--- src/rtl/vga_fb_fetch.sv ---
// vga_fb_fetch: per-frame Avalon-MM read master that streams frame-buffer words into the VGA pixel FIFO
module vga_fb_fetch #(
  parameter int ADDR_W      = 32,
  parameter int DATA_W      = 16,
  parameter int CNT_W       = 24,
  parameter int USEDW_W     = 12,
  parameter int FILL_THRESH = 4000,
  parameter int ADDR_STEP   = 2
) (
  input  logic               clk,
  input  logic               reset_n,
  input  logic               enable,
  input  logic               frame_start,
  input  logic [ADDR_W-1:0]  fb_base,
  input  logic [CNT_W-1:0]   frame_words,
  output logic [ADDR_W-1:0]  avm_read_address,
  output logic               avm_read_read,
  input  logic [DATA_W-1:0]  avm_read_readdata,
  input  logic               avm_read_waitrequest,
  output logic               fifo_write_write,
  output logic [DATA_W-1:0]  fifo_write_writedata,
  input  logic               fifo_write_waitrequest,
  input  logic [USEDW_W-1:0] fifo_wrusedw,
  output logic               busy,
  output logic               frame_done
);
  typedef enum logic [2:0] {IDLE, WAIT_ROOM, READ, PUSH, DONE} state_t;
  localparam logic [31:0] THRESH = 32'(FILL_THRESH);
  state_t state_q, state_d;
  logic [ADDR_W-1:0] addr_q, addr_d;
  logic [CNT_W-1:0] count_q, count_d;
  logic [DATA_W-1:0] hold_q, hold_d;
  logic room;
  assign room = 32'(fifo_wrusedw) < THRESH;
  always_comb begin
    state_d = state_q;
    addr_d  = addr_q;
    count_d = count_q;
    hold_d  = hold_q;
    case (state_q)
      IDLE: if (frame_start && enable) begin
        addr_d  = fb_base;
        count_d = frame_words;
        state_d = frame_words == '0 ? DONE : WAIT_ROOM;
      end
      WAIT_ROOM: state_d = !enable ? IDLE : room ? READ : WAIT_ROOM;
      READ: if (!avm_read_waitrequest) begin
        hold_d  = avm_read_readdata;
        addr_d  = addr_q + ADDR_W'(ADDR_STEP);
        count_d = count_q - 1'b1;
        state_d = PUSH;
      end
      PUSH: if (!fifo_write_waitrequest)
        state_d = count_q == '0 ? DONE : !enable ? IDLE : room ? READ : WAIT_ROOM;
      default: state_d = IDLE;
    endcase
  end
  always_ff @(posedge clk or negedge reset_n) begin
    if (!reset_n) begin
      state_q <= IDLE;
      addr_q  <= '0;
      count_q <= '0;
      hold_q  <= '0;
    end else begin
      state_q <= state_d;
      addr_q  <= addr_d;
      count_q <= count_d;
      hold_q  <= hold_d;
    end
  end
  assign avm_read_read        = state_q == READ;
  assign avm_read_address     = avm_read_read ? addr_q : '0;
  assign fifo_write_write     = state_q == PUSH && !fifo_write_waitrequest;
  assign fifo_write_writedata = state_q == PUSH ? hold_q : '0;
  assign busy                 = state_q != IDLE;
  assign frame_done           = state_q == DONE;
endmodule

--- config.mk ---
export PLATFORM = sky130hd
export DESIGN_NAME = vga_fb_fetch
export DESIGN_NICKNAME = d
export VERILOG_FILES = /design/src/rtl/vga_fb_fetch.sv
export SDC_FILE = /design/constraint.sdc
export NUM_CORES = 1
export LEC_CHECK = 0
export CAP_MARGIN = 15
export CORE_ASPECT_RATIO = 0.8
export CORE_UTILIZATION = 48
export DETAILED_ROUTE_END_ITERATION = 6
export PLACE_DENSITY = 0.89
export REMOVE_ABC_BUFFERS = 1
export SLEW_MARGIN = 20
export SYNTH_ARGS = -nofsm -noshare
export SYNTH_HDL_FRONTEND = slang
export SYNTH_SLANG_ARGS = --single-unit
--- constraint.sdc ---
create_clock -name clk -period 2.77 [get_ports clk]
set_clock_uncertainty 0.05 [all_clocks]
set_input_delay 0.554 -clock clk [delete_from_list [all_inputs] [get_ports clk]]
set_output_delay 0.554 -clock clk [all_outputs]
set_load 0.02 [all_outputs]
Word-level counts from Yosys, hierarchy flattened
Index checks and enable logic that the tools add are counted.

storage, ports and cells
  register bits after elaboration = 75
  output and inout bits = 52

cells by class
  $add $sub $neg = 2
  $lt $le $gt $ge = 1
  equal/unequal tests = 7
  muxes and demuxes = 16
  bitwise operators = 1
  reduce and logical (&&, ||, !) cells = 11

operators with widths
  cell                                                 count
  2-to-1 mux 32 bit                                    3
  one-hot mux 32 bit (2 select lines)                  1
  zero test 24 bit                                     2
  2-to-1 mux 24 bit                                    2
  one-hot mux 24 bit (2 select lines)                  1
  adder 32 x 2 -> 32 bit (second input constant)       1
  subtractor 24 x 1 -> 24 bit (second input constant)  1
  2-to-1 mux 16 bit                                    1
  2-to-1 mux 3 bit                                     5
  < comparator 12 bit (second input constant)          1
  one-hot mux 3 bit (4 select lines)                   1
  == test 3 x 2 -> 1 bit (second input constant)       2
  != test 2 bit (second input constant)                3
  AND reduction 3 bit                                  2
  2-to-1 mux 2 bit                                     2
  == test 3 x 1 -> 1 bit (second input constant)       1
  == test 3 bit (second input constant)                1
  zero test 3 bit                                      1
  nonzero test 3 bit                                   1
  logical AND 1 bit                                    2
  AND reduction 2 bit                                  1
  nonzero test 2 bit                                   1
  zero test 1 bit                                      1
  inverter 1 bit                                       1

Depth between registers and ports, before layout
  depth after elaboration = 6
  gate-level depth with buffers = 10

Least setup slack after synthesis
OpenSTA, ideal clock, no wires.

  kind = reg-to-output
  start point = reg state_q[0]
  end point = out avm_read_address[20]
  arrival = 2.027 ns
  required time = 2.166 ns
  setup slack = 0.139 ns
  stages on the path, launching flop included = 9
  cell sequence = dfrtp_1 -> clkbuf_1 -> or3b_2 -> buf_2 -> inv_2 -> buf_2 -> buf_2 -> buf_2 -> and2_1

between the ends
  longest elaborated chain between the ends = 2

RTL lines
  item                     RTL line  text
  start, declared          29        state_t state_q, state_d;
  start signal, assigned   65        state_q <= state_d;
  == test 3 x 2 -> 1 bit   71        assign avm_read_read = state_q == READ;
  named net avm_read_read  17        output logic avm_read_read,
  2-to-1 mux 32 bit        72        assign avm_read_address = avm_read_read ? addr_q : '0;
  end, declared            16        output logic [ADDR_W-1:0] avm_read_address,

The timed path passes the listed nets, and every way through them passes these cells.

Worst setup path in the final report
  start point = reg state_q[0]
  end point = out avm_read_address[0]

between the ends
  longest elaborated chain between the ends = 2

RTL lines
  item                    RTL line
  == test 3 x 2 -> 1 bit  71
  2-to-1 mux 32 bit       72

Every way passes these cells.

==> flow_metrics.tcl <==
set metrics [dict create \
    post-route-util_pct 71.35 \
    synth_seq_cells 75 \
    slowest_stage "or3b_2" \
    synth.area.top_cells "dfrtp_1 40%, a21oi_1 7.4%, and2_1 6.0%, mux2_2 4.1%, nor2_1 4.0%" \
    drv_slew 0 \
    cp.required_ps 2170 \
    synthFlopType "dfrtp_1" \
    vdd_drop_max_v 0.0006227 \
    grt.met1_usage_pct 37.75 \
    total_power_mw 6.786 \
    p_per_area_nw_per_um2 1026 \
    setup.worst_path.end_class "output pin" \
    fmax_ghz 0.3687 \
    clock_latency_ps 330 \
    firstDrtPassIters 7 \
    grtUsageMet3_pct 7.315 \
    rrSetupSlack_ps 130 \
    die_width_um 112.8 \
    dp_cells 802 \
    wl_per_cell_um 17.93 \
    hold_viol_final 0 \
    core_area_um2 9270 \
    path_clk_slew_ps 60 \
    p_leak_nw 2.953 \
    die_area_um2 10220 \
    place.gp.congestion 0.9207 \
    rsz0062_at_grt "false" \
    yosys.cell_types.count 54 \
    drive_gt1_share_pct 9.929 \
    gr-usage-all-layers_pct 29.00 \
    cp_data_arrival_time_ps 2110 \
    layout.cells.non_filler 820 \
    clockRootBuffer "clkbuf_16" \
    antenna_found_initial 0 \
    yosysWarnings 0 \
    synth.avg_cell_area_um2 8.325 \
    run_status "finished with violations" \
    io_buffers 136 \
    wirelength_mm 14.70 \
    crit_chain "or3b_2 -> inv_2 -> buf_12 -> and2_1 -> dlygate4sd2_1" \
    start_util_pct 50.83 \
    synthesis.area_um2 4712 \
    postRouteAntennaNets 0 \
    reg2regPathDepth 7 \
    die_y_um 90.62 \
    max_stage_delay_ps 510 \
    setup_viol 0 \
    via_count 5118 \
    grtUsageMet2_pct 46.50 \
    synthArstFlopShare_pct 100.0 \
    maxCapViolations 0 \
    grt_pass1_vias 4854 \
    grt_pass1_wl_mm 23.80 \
    fin_crit_ps 2713 \
    yosysTopAreaCell "dfrtp_1" \
    worstHoldPathType "in -> async" \
    setup_ws_ps 57.48 \
    worst-setup-path-type "reg -> out" \
    slew_headroom_pct 60.82 \
    io_pins 142 \
    area_growth_pct 40.36 \
    synth_top_cells_by_count "75 x dfrtp_1, 70 x a21oi_1, 50 x nor2_1" \
    cp-start-kind "flop" \
    synth-seq-area-share_pct 39.83 \
    grt_max_degree 50 \
    placementRows 31 \
    finalCritPeriodShare_pct 97.92 \
    nets 792 \
    synth_edf_count 0 \
    drtIter0Drc 579 \
    grt_busiest_layer "met2" \
    drc 1 \
    hold_buffers 0 \
    vias_per_cell 6.241 \
    cts_buffer_depth 2 \
    htreeDepth 3 \
    synth_most_common_cell "dfrtp_1" \
    tightest_slew_ps 579.5 \
    yosysTopAreaCellShare_pct 39.83 \
    overflow 0 \
    r2r_start "count_q[0]" \
    worstPathMaxFanout 49 \
    cts_tree "yes" \
    cts_buffers 9 \
    antenna_cells 0 \
    r2r_end "state_q[1]" \
    synth_cells 566 \
    hpwlAfterDp_mm 10.36 \
    pre_cts_slack_ps 147.4 \
    violations "design-rule violations" \
    cts.sinks 75 \
]
cells in the final DEF (no fill, tap or decap), types with 3 or more instances in the layout:
cell	count
nor3_1	16
mux2_2	17
clkdlybuf4s50_1	90
a2bb2oi_1	10
and2_1	45
a21oi_1	70
inv_1	15
nand4_1	11
or4_1	5
or3_1	5
buf_12	4
o2bb2ai_1	4
nand2b_1	3
clkbuf_16	9
and4_1	3
nand2_1	45
a31oi_1	6
o22a_1	8
o32ai_1	5
a211oi_1	4
dlymetal6s2s_1	12
o21ai_0	26
o22ai_1	14
and3_1	13
nor4_1	10
nand3_1	21
dlygate4sd2_1	32
a22oi_1	3
dfrtp_1	75
buf_4	23
a311oi_1	6
nor2_1	49
o31ai_1	4
nor4b_1	3
cells by family (layout without fill, tap and decap cells):
group | Yosys count | after routing | synth area share [%]
AND/OR/NAND/NOR | 241 | 241 | 27.03
AO/OA/AOI/OAI | 173 | 173 | 23.15
flip-flops | 75 | 75 | 39.83
buffers and inverters | 56 | 195 | 4.965
multiplexers | 19 | 19 | 4.487
adder cells (fa/ha/maj) | 2 | 2 | 0.5310
stage by stage:
stage	instance area, µm²	setup TNS (ps)	hold WS (ps)
global route	6614	0	154.0
global placement	6291	0	405.6
floorplan	4538	-83710	208.4
detailed placement	6291	0	409.8
finish	6614	0	123.2
CTS	6568	0	135.2
report_power, final:
part	leakage, nW	internal, mW	switching (mW)	total [mW]
clock	0.149	0.791	0.481	1.27
combinational	1.95	1.45	1.88	3.33
sequential	0.858	1.64	0.547	2.19
total	2.95	3.88	2.91	6.79
layer usage:
metal	share of wire, %	up-vias
met5	0	-
li1	-	2358
met3	10	40
met2	47	334
met4	2.6	0
met1	41	2386
sequential cells by signal (all words and copies together) (netlist names):
name / count
addr_q: 32
count_q: 24
hold_q: 16
state_q: 3
worst max-delay path by stage:
stage | start | slack, ps | depth (start not counted) | end
final | state_q[0] | 60 | 5 | avm_read_address[0]
after global routing | state_q[0] | 2 | 5 | avm_read_address[5]
after CTS | state_q[0] | 30 | 6 | fifo_write_writedata[7]
after detailed placement | state_q[0] | 150 | 5 | avm_read_address[3]
after global placement | state_q[0] | 170 | 5 | avm_read_address[9]
after floorplan | frame_start | -2000 | 5 | addr_q[18]
worst max-delay path, delay by kind of cell, from the launching register on:
kind / cells / cell delay (ps)
DFF: 1 / 370
and+or+nand+nor: 2 / 710
buffers and inverters: 3 / 690
final cells by class:
type	count	area, µm²
well taps	115	143.9
inverters	16	60.06
clock inverters	6	88.84
clock buffers	10	229.0
fillers	690	2656
multi-input cells	435	2616
repair buffers	163	1599
flip-flops and latches	75	1877
timing repair:
action	4_1_cts	5_1_grt
resized for setup	33	13
endpoints found under the setup margin	33	15
setup buffers	0	2
hold endpoints to repair	0	0
(Power assumes the default switching activity.)
